<file path="config.mk">
export PLATFORM = sky130hd
export DESIGN_NAME = seq_detect_param
export DESIGN_NICKNAME = d
export VERILOG_FILES = /design/src/rtl/seq_detect_param.sv
export SDC_FILE = /design/constraint.sdc
export NUM_CORES = 1
export LEC_CHECK = 0
export BUFFER_PORTS_ARGS = -buffer_cell sky130_fd_sc_hd__buf_2
export CORE_ASPECT_RATIO = 1.25
export CORE_MARGIN = 2
export CORE_UTILIZATION = 30
export CTS_BUF_LIST = sky130_fd_sc_hd__clkbuf_8
export DETAILED_ROUTE_END_ITERATION = 16
export PLACE_DENSITY = 0.54
export SLEW_MARGIN = 10
export SYNTH_ARGS = -nofsm -noshare
export SYNTH_HDL_FRONTEND = slang
export SYNTH_SLANG_ARGS = --single-unit
</file>
<file path="constraint.sdc">
create_clock -name clk -period 2.1 [get_ports clk]
set_input_delay 0.42 -clock clk [delete_from_list [all_inputs] [get_ports clk]]
set_output_delay 0.42 -clock clk [all_outputs]
set_load 0.05 [all_outputs]
</file>
<file path="src/rtl/seq_detect_param.sv">
// Serial sequence detector: finds a loadable SEQ_LEN-bit pattern in a qualified 1-bit stream,
// with overlap control and a saturating match counter. Optional SEQ_DETECT_MASK_EN adds a don't-care mask.
module seq_detect_param #(
  parameter int                 SEQ_LEN     = 4,
  parameter logic [SEQ_LEN-1:0] SEQ_DEFAULT = 4'b1011,
  parameter int                 CNT_W       = 8
) (
  input  logic               clk,
  input  logic               reset,
  input  logic               inp_bit,
  input  logic               in_valid,
  input  logic [SEQ_LEN-1:0] pattern_in,
  input  logic               pattern_load,
  input  logic               overlap_en,
  input  logic               count_clr,
`ifdef SEQ_DETECT_MASK_EN
  input  logic [SEQ_LEN-1:0] mask_in,
`endif
  output logic               seq_seen,
  output logic [CNT_W-1:0]   match_count
);

  localparam int                FILL_W = $clog2(SEQ_LEN + 1);
  localparam logic [FILL_W-1:0] FULL   = FILL_W'(SEQ_LEN);
  localparam logic [CNT_W-1:0]  CNT_MAX = '1;

  logic [SEQ_LEN-1:0] pattern_q;
  logic [SEQ_LEN-1:0] hist_q, hist_d;
  logic [FILL_W-1:0]  fill_q, fill_d;
  logic               seen_q;
  logic [CNT_W-1:0]   count_q;
  logic               cmp_hit;
  logic               match;

`ifdef SEQ_DETECT_MASK_EN
  logic [SEQ_LEN-1:0] mask_q;

  // Cleared mask bits are don't-care positions.
  assign cmp_hit = ((hist_d ^ pattern_q) & mask_q) == '0;

  always_ff @(posedge clk) begin
    if (reset) begin
      mask_q <= '1;
    end else if (pattern_load) begin
      mask_q <= mask_in;
    end
  end
`else
  assign cmp_hit = (hist_d == pattern_q);
`endif

  always_comb begin
    hist_d = {hist_q[SEQ_LEN-2:0], inp_bit};
    fill_d = (fill_q == FULL) ? fill_q : fill_q + 1'b1;
    match  = in_valid && !pattern_load && (fill_d == FULL) && cmp_hit;
  end

  always_ff @(posedge clk) begin
    if (reset) begin
      pattern_q <= SEQ_DEFAULT;
      hist_q    <= '0;
      fill_q    <= '0;
      seen_q    <= 1'b0;
    end else if (pattern_load) begin
      pattern_q <= pattern_in;
      hist_q    <= '0;
      fill_q    <= '0;
      seen_q    <= 1'b0;
    end else if (in_valid) begin
      hist_q <= hist_d;
      // Non-overlapping mode demands a full set of fresh bits after each hit.
      fill_q <= (match && !overlap_en) ? '0 : fill_d;
      seen_q <= match;
    end else begin
      seen_q <= 1'b0;
    end
  end

  always_ff @(posedge clk) begin
    if (reset || count_clr) begin
      count_q <= '0;
    end else if (match && (count_q != CNT_MAX)) begin
      count_q <= count_q + 1'b1;
    end
  end

  assign seq_seen    = seen_q;
  assign match_count = count_q;

endmodule
</file>
# Word level (Yosys, flattened, before mapping)
# Cells that the tools add are included.
[word_totals] in_bits=11 output_inout_bits=9 ff_bits=19 elab_cells=24
[classes] addsub=2 bitwise=1 eq_ne=4 n_reduce_logical=10 n_mux=2
[ops] operator="$add A8 B1 Y8 const B" n=1
[ops] operator="$ne A8 B8 Y1 const B" n=1
[ops] operator="$eq A3 B3 Y1 const B" n=2
[ops] operator="$mux W3" n=2
[ops] operator="$logic_and A1 B1 Y1" n=5
[ops] operator="$eq A4 B4 Y1" n=1
[ops] operator="$add A3 B1 Y3 const B" n=1
[ops] operator="$reduce_or A3 Y1" n=1
[ops] operator="$logic_not A1 Y1" n=2
[ops] operator="$reduce_or A2 Y1" n=1
[ops] operator="$logic_or A1 B1 Y1" n=1
[ops] operator="$not A1 Y1" n=1

# Logic depth before layout (Yosys ltp)
# Gate-level depths: netlist (run 1).
[logic_depth] depth_word=7 mapped_depth=8 ltp_nobuf=7

# Worst setup path after synthesis (run 1)
# OpenSTA, ideal clock, no wires.
[synth_path] path_type="register -> register" startpoint="reg fill_q[0]" endpoint="reg count_q[2] (netlist: match_count[2])" setup_ns=0.146 path_buffers=1 required_time_ns=1.954 setup_slack_ns=0.121 arrival_ns=1.833 synth_period_minus_slack_ns=1.979 stages_incl_launch_ff=9 path_cell_list="dfxtp_1 > inv_1 > ha_1 > nor4b_2 > a211o_1 > nand3_2 > buf_2 > o311ai_0 > o41ai_1"
[synth_via] elab_chain_len=6 word_cells_on_any_way=7 cone_classes="add/sub: 1; eq/ne: 2; mux: 1; reduce/logical: 3"
[synth_lines] element="start, declared" line="29" source="logic [FILL_W-1:0] fill_q, fill_d;"
[synth_lines] element="start signal, assigned" line="72" source="fill_q <= (match && !overlap_en) ? '0 : fill_d;"
[synth_lines] element="$add A3 B1 Y3 or $eq A3 B3 Y1 (tied branches)" line="54" source="fill_d = (fill_q == FULL) ? fill_q : fill_q + 1'b1;"
[synth_lines] element="$mux W3 (*)" line="54"
[synth_lines] element="$eq A3 B3 Y1 (*)" line="55" source="match = in_valid && !pattern_load && (fill_d == FULL) && cmp_hit;"
[synth_lines] element="$logic_and A1 B1 Y1 (*) (2 in series)" line="55"
[synth_lines] element="$logic_and A1 B1 Y1 (*)" line="82" source="end else if (match && (count_q != CNT_MAX)) begin"
[synth_lines] element="end signal, assigned" line="83" source="count_q <= count_q + 1'b1;"
[synth_lines] element="end, declared" line="31" source="logic [CNT_W-1:0] count_q;"
# Every way passes the cells marked *; elsewhere a longest branch is shown, timed or not.
# A chain may end at the register's enable or synchronous reset.

# Worst setup path after layout (run 1)
[layout_path] startpoint="reg fill_q[0]" endpoint="reg count_q[5] (netlist: match_count[5])"
# Same word-level chain as after synthesis.

==> metrics.md, run 1 <==
| Metric | Value |
|---|---|
| Row cnt | 23 |
| Largest net degree at the start of global routing | 13 |
| Relative max-transition margin | slightly above 60% |
| Final setup vio count | 0 |
| GPL Wtd Cong | 0.742 |
| Clk slew on worst S/H paths | 0.07 ns |
| Pwr Density | 569 nW/um2 |
| DIE WIDTH | 54.9 um |
| Core Region | 3170 um2 |
| Area leader, netlist | dfxtp_1 |
| Nets | between 100 and 150 |
| Ports | 20 |
| Die H | 67.6 um |
| Number of vias per cell | between 4 and 5 |
| Initial Util | 30.7% |
| Clock sink count | 19 |
| Max-cap violations | 0 |
| Critical path data required time | 2.29 ns |
| Multi-input logic area | slightly below 600 um2 |
| Largest cells by area after synthesis | dfxtp_1 (39%), a21oi_1 (4.1%), mux2i_1 (4.1%) |
| WL per Instance | 12.1 um |
| First-pass GRT wire length | 3220 um |
| WL final | 1960 um |
| DRC violations left | 0 |
| Compound-Gate Fraction of Synth Area | 16.9% |
| Worst-Margin Slew | between 0.5 and 0.6 ns |
| Critical Path AT | 2.17 ns |
| RSZ-0062 raised after global routing | false |
| Setup TNS | 0 ns |
| Startpoint types | flip-flop |
| FILL cells | 338 |
| Highest clock rate | slightly above 0.5 GHz |
| Grt ovf | 0 |
| Bufs on Longest Clock Path | 2 |
| Warnings, synthesis | 0 |
| Syn nets | 117 |
| Initial detailed-routing violation count | 11 |
| Synth Instances | 103 |
| Hold_buf cts | 0 |
| Seq cells post-synth | 19 |
| Seq/Total Area, Yosys | 39.1% |
| Hold Slack | 0.370 ns |
| Total CTS buffers | 3 |
| Largest family of logic cells by synthesized area | simple AND/OR/NAND/NOR gates |
| Final Power | 682 uW |
| Fin Clk Skew | roughly 0.0021 ns |
| Min Tclk post-route | between 1.5 and 2 ns |
| Post-synthesis cell area | 972 um2 |
| Sequential Area | 382 um2 |
| Pleak | around 0.00047 uW |
| Initial antenna violation count | 0 |
| Post-Synth XOR/XNOR Area | 4.50% |
| VDD IR max | 357 uV |
| Worst-Skew Late Latency | 0.25 ns |
| Netlist cell types | 35 |
| Htree depth | 1 |
| Gr usage total | 11.8% |
| Vias in the first global route | 734 |
| Synth Area in Simple Gates | about a quarter |
| Area Growth Syn to Fin | 23.4% |
| DP HPWL | roughly 1400 um |
| Die area | 3710 um2 |
| Status | complete, no violations |
| Slew Viols, Final | 0 |
| Post-Synth Adder-Cell Area | about 3.9% |
| CTS root buf | clkbuf_8 |
| Crit path kind | flip-flop to flip-flop |
| CTS tree | done |
| Layout cells sized above 1 | 32.8% |
| Avg Inst Size Synth | 9.44 um2 |
| Worst hold-check path type | input port to flip-flop |
| Via count | 809 |
| Post-synthesis mux area share | slightly above 4% |
| R2R setup slack | about 0.11 ns |
| DR pass1 iterations | 4 |
| Port Buffers | 19 |
| CP max FO | 5 |
| Fin. Hold Viols | 0 |
| Yosys top cell area share | 39.1% |
| Antenna Violating Nets Remaining | 0 |
| Inserted Diodes | 0 |
| Final worst path period share | between 90% and 100% |
| Worst setup EP type | flip-flop |
[kinds of logic after synthesis]
| kind of cell | Yosys count |
|---|---|
| XOR/XNOR | 5 |
| AND/OR/NAND/NOR | 39 |
| adder cells (fa/ha/maj) | 3 |
| flip-flops | 19 |
| multiplexers | 4 |
| buffers and inverters | 10 |
| AO/OA/AOI/OAI | 23 |
[layout by cell type, fill, tap and decap left out, types with 2 or more instances in the layout]
cell type  netlist  layout
a211o_1          4       4
a21oi_1          8       8
and3_1           3       3
and3_4           2       2
and4bb_2         2       2
buf_2            2      19
buf_4            0       4
clkbuf_8         0       3
dfxtp_1         19      18
inv_1            4       4
mux2i_1          4       4
nand3_1          4       4
nor2_1           9       9
nor2b_1          4       4
nor3_1           2       2
o21ai_0          2       2
o31ai_1          4       4
or2_2            2       2
or3_1            2       2
or4_1            3       3
xor2_1           4       4
[state kept, by name, indices dropped and copies added (netlist names)]
register	flops
hist_q	3
fill_q	3
match_count	8
pattern_q	4
seq_seen	1
[final cells by class]
class | instances | share of cell area, %
well taps | 37 | 3.86
inverters | 4 | 1.25
multi-input cells | 75 | 48.8
flip-flops and latches | 19 | 31.8
clock inverters | 1 | 0.417
clock buffers | 3 | 3.44
repair buffers | 23 | 10.4
[critical path, stage by stage, from the launching register on]
cell and delay (ns):
dfxtp_1 0.31, buf_4 0.15, ha_2 0.21, nor4b_4 0.25, a211o_1 0.24, nand3_4 0.10, or4_1 0.51, a21oi_1 0.16
[per-layer routing]
metal / up-vias / part of all wire, % / track usage (%)
met5: - / 0 / 0
li1: 425 / - / -
met1: 372 / 45 / 15.1
met3: 0 / 3.3 / 2.65
met4: 0 / 0 / 4.57
met2: 12 / 52 / 18.8
[where the power goes]
part	total [uW]	internal [uW]	switching (uW)
registers	372	368	4.76
clock network	251	132	119
logic	59.6	30.0	29.6
[worst paths after layout]
check	start	end	cells after the start
max	fill_q[0]	match_count[5]	7
min	pattern_in[1]	pattern_q[1]	2
max reg2reg	fill_q[0]	match_count[5]	7
min reg2reg	match_count[5]	match_count[5]	2
[cells in the mapped netlist]
| master | n |
|---|---|
| or3_1 | 2 |
| o21ai_0 | 2 |
| a211o_1 | 4 |
| and4bb_2 | 2 |
| inv_1 | 4 |
| mux2i_1 | 4 |
| or4_1 | 3 |
| buf_6 | 1 |
| or2_2 | 2 |
| buf_1 | 1 |
| nor4b_2 | 1 |
| and3_1 | 3 |
| xor2_1 | 4 |
| nor2b_1 | 4 |
| nor3_1 | 2 |
| a2111oi_2 | 1 |
| ha_1 | 3 |
| o311ai_0 | 1 |
| nor3b_2 | 1 |
| xnor2_1 | 1 |
| nor2_1 | 9 |
| o41ai_1 | 1 |
| clkbuf_1 | 2 |
| a21boi_0 | 1 |
| buf_2 | 2 |
| nand2_1 | 1 |
| o31ai_1 | 4 |
| and3_4 | 2 |
| nand3_1 | 4 |
| a21oi_1 | 8 |
| nand3_2 | 1 |
| nand3b_1 | 1 |
| dfxtp_1 | 19 |
| a311oi_1 | 1 |
| nor3b_1 | 1 |
[through the flow]
step / cell area [um2] / cells / setup slack (ns) / utilization, %
after floorplan: 972 / 103 / 0.121 / -
after global placement: 1100 / 156 / 0.0658 / 34.9
after detailed placement: 1100 / 156 / 0.00377 / 34.9
after CTS: 1160 / 160 / 0.00380 / 36.6
after global routing: 1200 / 162 / 0.0174 / 37.9
final: 1200 / 162 / 0.112 / 37.9
[timing repair]
action                                  CTS  global route
endpoints found under the setup margin    3             5
setup buffers                             0             1
gates cloned                              0             1
gates resized for setup                   1             4
pin swaps                                 0             5
endpoints found under the hold margin     0             0
Note: power is estimated with default switching activity, not from simulation.
==> inputs of run 2 (changes only) <==
Settings changed: CORE_ASPECT_RATIO 1.25 to default, MAX_ROUTING_LAYER from default to met4.
==> run 2 against run 1 <==
  * Critical path depth stayed put
  * Flip-flop and latch count unchanged
  * Sequential power barely moved
  * Non-clock buffer count up 2
  * Critical endpoint is now match_count[3]
  * Largest cell class unchanged
==> metrics.md, run 2 (synthesized netlist as in run 1, its figures left out) <==
| Metric | Value |
|---|---|
| Status | complete, no violations |
| Critical Path AT | 2.18 ns |
| Die H | 60.9 um |
| DIE WIDTH | 60.9 um |
| Worst path top cell family by delay | simple AND/OR/NAND/NOR gates |
| Crit-path slowest cell | or4_1 |
| Worst-Margin Slew | 0.562 ns |
| DP Area | approximately 1100 um2 |
| Most frequent cells in the layout | dfxtp_1 (19), buf_2 (19), nor2_1 (9), a21oi_1 (8) |
| Via count | 850 |
| Worst path max stage delay | roughly 0.5 ns |
| Worst r2r src | fill_q[0] |
| Final worst path period share | 94.6% |
| Crit path kind | flip-flop to flip-flop |
| Startpoint types | flip-flop |
| Pleak | 0.000484 uW |
| Initial antenna violation count | 0 |
| Hold path depth | 2 |
| Sequential Area | 380 um2 |
| Worst-Skew Late Latency | 0.26 ns |
| Hold Crit Start | pattern_in[0] |
| Grt ovf | 0 |
| Inserted Diodes | 0 |
| Endpoint, Worst Hold | pattern_q[0] |
| DR pass1 iterations | 4 |
| Relative max-transition margin | between 60% and 70% |
| Fin Clk Skew | 0.00433 ns |
| Layout cells sized above 1 | 32.3% |
| FILL cells | 320 |
| Number of vias per cell | 4.97 |
| Worst setup margin | 0.113 ns |
| Setup TNS | 0 ns |
| Min Tclk post-route | approximately 2.0 ns |
| Slew Viols, Final | 0 |
| WL per Instance | 12.5 um |
| Antenna Violating Nets Remaining | 0 |
| Post-Layout Inst Area | ~1200 um2 |
| Fin. Hold Viols | 0 |
| Core Region | 3080 um2 |
| Port Buffers | 19 |
| Final setup vio count | 0 |
| Worst hold-check path type | input port to flip-flop |
| R2R cell count | 7 |
| Area Growth Syn to Fin | 26.0% |
| DP HPWL | 1510 um |
| Largest net degree at the start of global routing | 13 |
| Max-cap violations | 0 |
| Highest clock rate | 0.503 GHz |
| Clk slew on worst S/H paths | 0.07 ns |
| CP cell instances | buf_4 > ha_2 > nor4b_4 > a211o_1 > nand3_4 > or4_1 > a21oi_1 |
| Multi-input logic area | 586 um2 |
| VDD IR max | 301 uV |
| CTS tree | done |
| Reg-to-reg endpoint | match_count[3] |
| CTS root buf | clkbuf_8 |
| Clock sink count | 19 |
| Worst setup EP type | flip-flop |
| GPL Wtd Cong | between 0.7 and 0.8 |
| CP max FO | 6 |
| Critical path data required time | 2.30 ns |
| Vias in the first global route | 731 |
| Row cnt | 20 |
| Initial detailed-routing violation count | 20 |
| R2R setup slack | 0.11 ns |
| Die area | 3710 um2 |
| Ports | 20 |
| Total CTS buffers | 3 |
| First-pass GRT wire length | ~3400 um |
| Max reg flops | 8 |
| Nets | roughly 140 |
| WL final | about 2100 um |
| Htree depth | 1 |
| DRC violations left | 0 |
| CP Buf/Inv Count | 1 |
| Bufs on Longest Clock Path | 2 |
| Initial Util | 31.6% |
| Place WS | 0.0141 ns |
| Gr usage total | 13.0% |
| Pwr Density | 563 nW/um2 |
[run 2: cell types whose count changed in the layout (fill, tap and decap cells not counted), sizes merged]
cell	change
buf	+2
clkinv	-1
inv	+1
[run 2: cell type report]
type | instances | area share (%)
clock buffers | 3 | 3.37
clock inverters | 1 | 0.306
inverters | 4 | 1.23
multi-input cells | 75 | 47.8
flip-flops and latches | 19 | 31.1
well taps | 44 | 4.49
repair buffers | 25 | 11.7
[run 2: worst reg2reg max path, stage by stage, from the launching register on]
cell and delay [ns]:
dfxtp_1 0.31, buf_4 0.15, ha_2 0.21, nor4b_4 0.25
a211o_1 0.25, nand3_4 0.13, or4_1 0.50, a21oi_1 0.13
[run 2: routing by layer]
layer	track usage, %	wire (um)	vias to the layer above
li1	-	-	430
met1	15.7	963	396
met2	19.8	1020	19
met3	3.41	101	5
met4	6.52	40	0
met5	-	0	-
[run 2: timing repair]
item	in CTS	in global routing
hold buffers	0	0
buffers inserted	0	2
gates resized for setup	1	4
pin swaps	0	8
setup endpoints to repair	2	7
cloned	0	1
[run 2: per-stage QoR]
stage,std cells,hold slack (ns),power [uW],utilization [%]
5_1_grt,171,0.355,723,39.8
6_report,171,0.359,689,39.8
2_1_floorplan,103,0.480,416,-
3_3_place_gp,164,0.482,433,36.4
4_1_cts,168,0.359,689,38.1
3_5_place_dp,164,0.495,435,36.4
[run 2: how the worst max path moves through the flow]
stage / startpoint / to / slack, ns / depth (start not counted)
floorplan: fill_q[0] / match_count[2] / 0.12 / 8
global placement: fill_q[0] / match_count[3] / 0.04 / 7
detailed placement: fill_q[0] / match_count[3] / 0.01 / 7
CTS: fill_q[0] / match_count[3] / 0.03 / 7
global route: fill_q[0] / match_count[7] / -0.0004 / 8
finish: fill_q[0] / match_count[3] / 0.11 / 7
[run 2: report_power, final]
part	total, uW	internal, uW	switching (uW)
clock network	257	130	126
logic	60.1	30.3	29.8
registers	372	368	4.76
==> inputs of run 3 (changes only) <==
Settings changed: BUFFER_PORTS_ARGS -buffer_cell sky130_fd_sc_hd__buf_2 to -buffer_cell sky130_fd_sc_hd__clkbuf_2, CTS_CLUSTER_SIZE from default to 40, GPL_TIMING_DRIVEN from default to 0.
==> run 3 against run 2 <==
  * Total power fell by 1.0%
  * Clock power fell by 3%
  * Non-clock buffer count unchanged
  * Cell count decreased by 0.58%
  * Final area decreased by 0.41%
  * Worst setup slack worse by 0.037 ns
  * Critical path depth unchanged
  * Wire length shrank 5.1%
  * Largest power group unchanged
  * Combinational power about the same
  * Register-to-register slack got worse by 0.04 ns
  * Maximum frequency is 1.8% lower
  * First-iteration DRC count increased by 10%
==> metrics.md, run 3 (synthesized netlist as in run 1, its figures left out) <==
| Metric | Value |
|---|---|
| Status | complete, no violations |
| Crit path kind | flip-flop to flip-flop |
| DP Area | about 1100 um2 |
| Sequential Area | 385 um2 |
| Worst hold-check path type | input port to flip-flop |
| Relative max-transition margin | about 74% |
| WL per Instance | 11.9 um |
| Critical path data required time | 2.29 ns |
| Total CTS buffers | 3 |
| CTS root buf | clkbuf_8 |
| Highest clock rate | 0.494 GHz |
| Via count | 806 |
| Final worst path period share | 96.4% |
| Number of vias per cell | 4.74 |
| CP Buf/Inv Count | 1 |
| Max reg flops | 8 |
| Most frequent cells in the layout | dfxtp_1 (17), clkbuf_2 (17), nor2_1 (9), a21oi_1 (7), inv_1 (5) |
| Worst-Skew Late Latency | roughly 0.25 ns |
| CP cell instances | inv_1 > ha_4 > nor4b_4 > a211o_1 > nand3_4 > or4_4 > a21oi_2 |
| Core Region | 3080 um2 |
| Startpoint types | flip-flop |
| Die H | between 60 and 70 um |
| Inserted Diodes | 0 |
| Worst setup EP type | flip-flop |
| Pwr Density | between 500 and 600 nW/um2 |
| CP max FO | 6 |
| DP HPWL | 1410 um |
| Antenna Violating Nets Remaining | 0 |
| Min Tclk post-route | 2.02 ns |
| First-pass GRT wire length | between 3000 and 4000 um |
| Layout cells sized above 1 | 31.7% |
| DR pass1 iterations | 4 |
| Gr usage total | 12.4% |
| Layout Utilization | 39.6% |
| FILL cells | ~320 |
| Die area | 3710 um2 |
| Ports | 20 |
| Critical Path AT | 2.22 ns |
| Grt ovf | 0 |
| Worst-Margin Slew | 0.391 ns |
| Row cnt | 20 |
| GPL Wtd Cong | 0.749 |
| Initial antenna violation count | 0 |
| Vias in the first global route | 708 |
| DIE WIDTH | 60.9 um |
| Slew Viols, Final | 0 |
| VDD IR max | 192 uV |
| Final setup vio count | 0 |
| Max-cap violations | 0 |
| WL final | between 2000 and 2500 um |
| Non-Filler Instances | 170 |
| Hold_buf cts | 0 |
| Pleak | 0.000475 uW |
| Initial Util | 31.6% |
| DRC violations left | 0 |
| Clk slew on worst S/H paths | approximately 0.070 ns |
| Initial detailed-routing violation count | 22 |
| Crit-path slowest cell | or4_4 |
| Clock sink count | 19 |
| Bufs on Longest Clock Path | 2 |
| Area Growth Syn to Fin | 25.5% |
| Dpl cells | ~160 |
| Htree depth | 1 |
| Worst path top cell family by delay | simple AND/OR/NAND/NOR gates |
| Fin Clk Skew | 0.00119 ns |
| Largest net degree at the start of global routing | 11 |
| Port Buffers | 17 |
| Worst path max stage delay | 0.55 ns |
| Fin. Hold Viols | 0 |
| Post-Layout Inst Area | between 1000 and 1500 um2 |
| Nets | between 100 and 150 |
| Multi-input logic area | 581 um2 |
| CTS tree | done |
==> run 3: cell types whose count changed in the layout (fill, tap and decap cells not counted), sizes merged <==
cell	delta
buf	-19
clkbuf	+19
nand3	-1
==> run 3: path summary, 6_finish.rpt <==
check | from | end | slack [ns] | depth (start not counted)
setup / recovery | fill_q[0] | match_count[3] | 0.08 | 7
hold / removal | pattern_in[3] | pattern_q[3] | 0.37 | 2
setup reg to reg | fill_q[0] | match_count[3] | 0.08 | 7
hold reg to reg | match_count[5] | match_count[5] | 0.50 | 2
==> run 3: what timing repair did <==
| action | in CTS | in global routing |
|---|---|---|
| gates resized for setup | 6 | 4 |
| gates cloned | 0 | 0 |
| buffers inserted | 0 | 2 |
| setup endpoints to repair | 6 | 4 |
| pin swaps | 1 | 2 |
==> run 3: final cells by class <==
type	count	area share (%)
Multi-Input combinational cell	74	47.6
Sequential cell	19	31.6
Timing Repair Buffer	19	8.21
Tap cell	44	4.51
Clock buffer	3	3.38
Buffer	6	3.18
Inverter	4	1.23
Clock inverter	1	0.308
==> run 3: through the flow <==
step | setup TNS (ns) | total power (uW) | setup slack [ns] | hold slack (ns)
floorplan | 0 | 416 | 0.121 | 0.480
finish | 0 | 682 | 0.0752 | 0.367
global route | -0.0768 | 720 | -0.0274 | 0.360
CTS | 0 | 689 | 0.0621 | 0.363
detailed placement | -0.316 | 434 | -0.112 | 0.485
global placement | -0.0574 | 432 | -0.0561 | 0.487
==> run 3: report_power, final <==
group | internal (uW) | leakage, uW | total (uW) | switching [uW]
registers | 367 | 0.000156 | 373 | 5.91
logic | 30.4 | 0.000292 | 59.9 | 29.5
clock network | 130 | 0.0000269 | 249 | 119
total | 528 | 0.000475 | 682 | 155
==> run 3: metal layers <==
metal	share of wire, %	vias to the layer above	wire length (um)	GRT usage (%)
met5	0	-	0	-
met4	1.9	0	38	6.52
met3	4.6	5	92	2.77
met2	43	18	869	17.7
met1	50	361	1020	16.3
li1	-	422	-	-
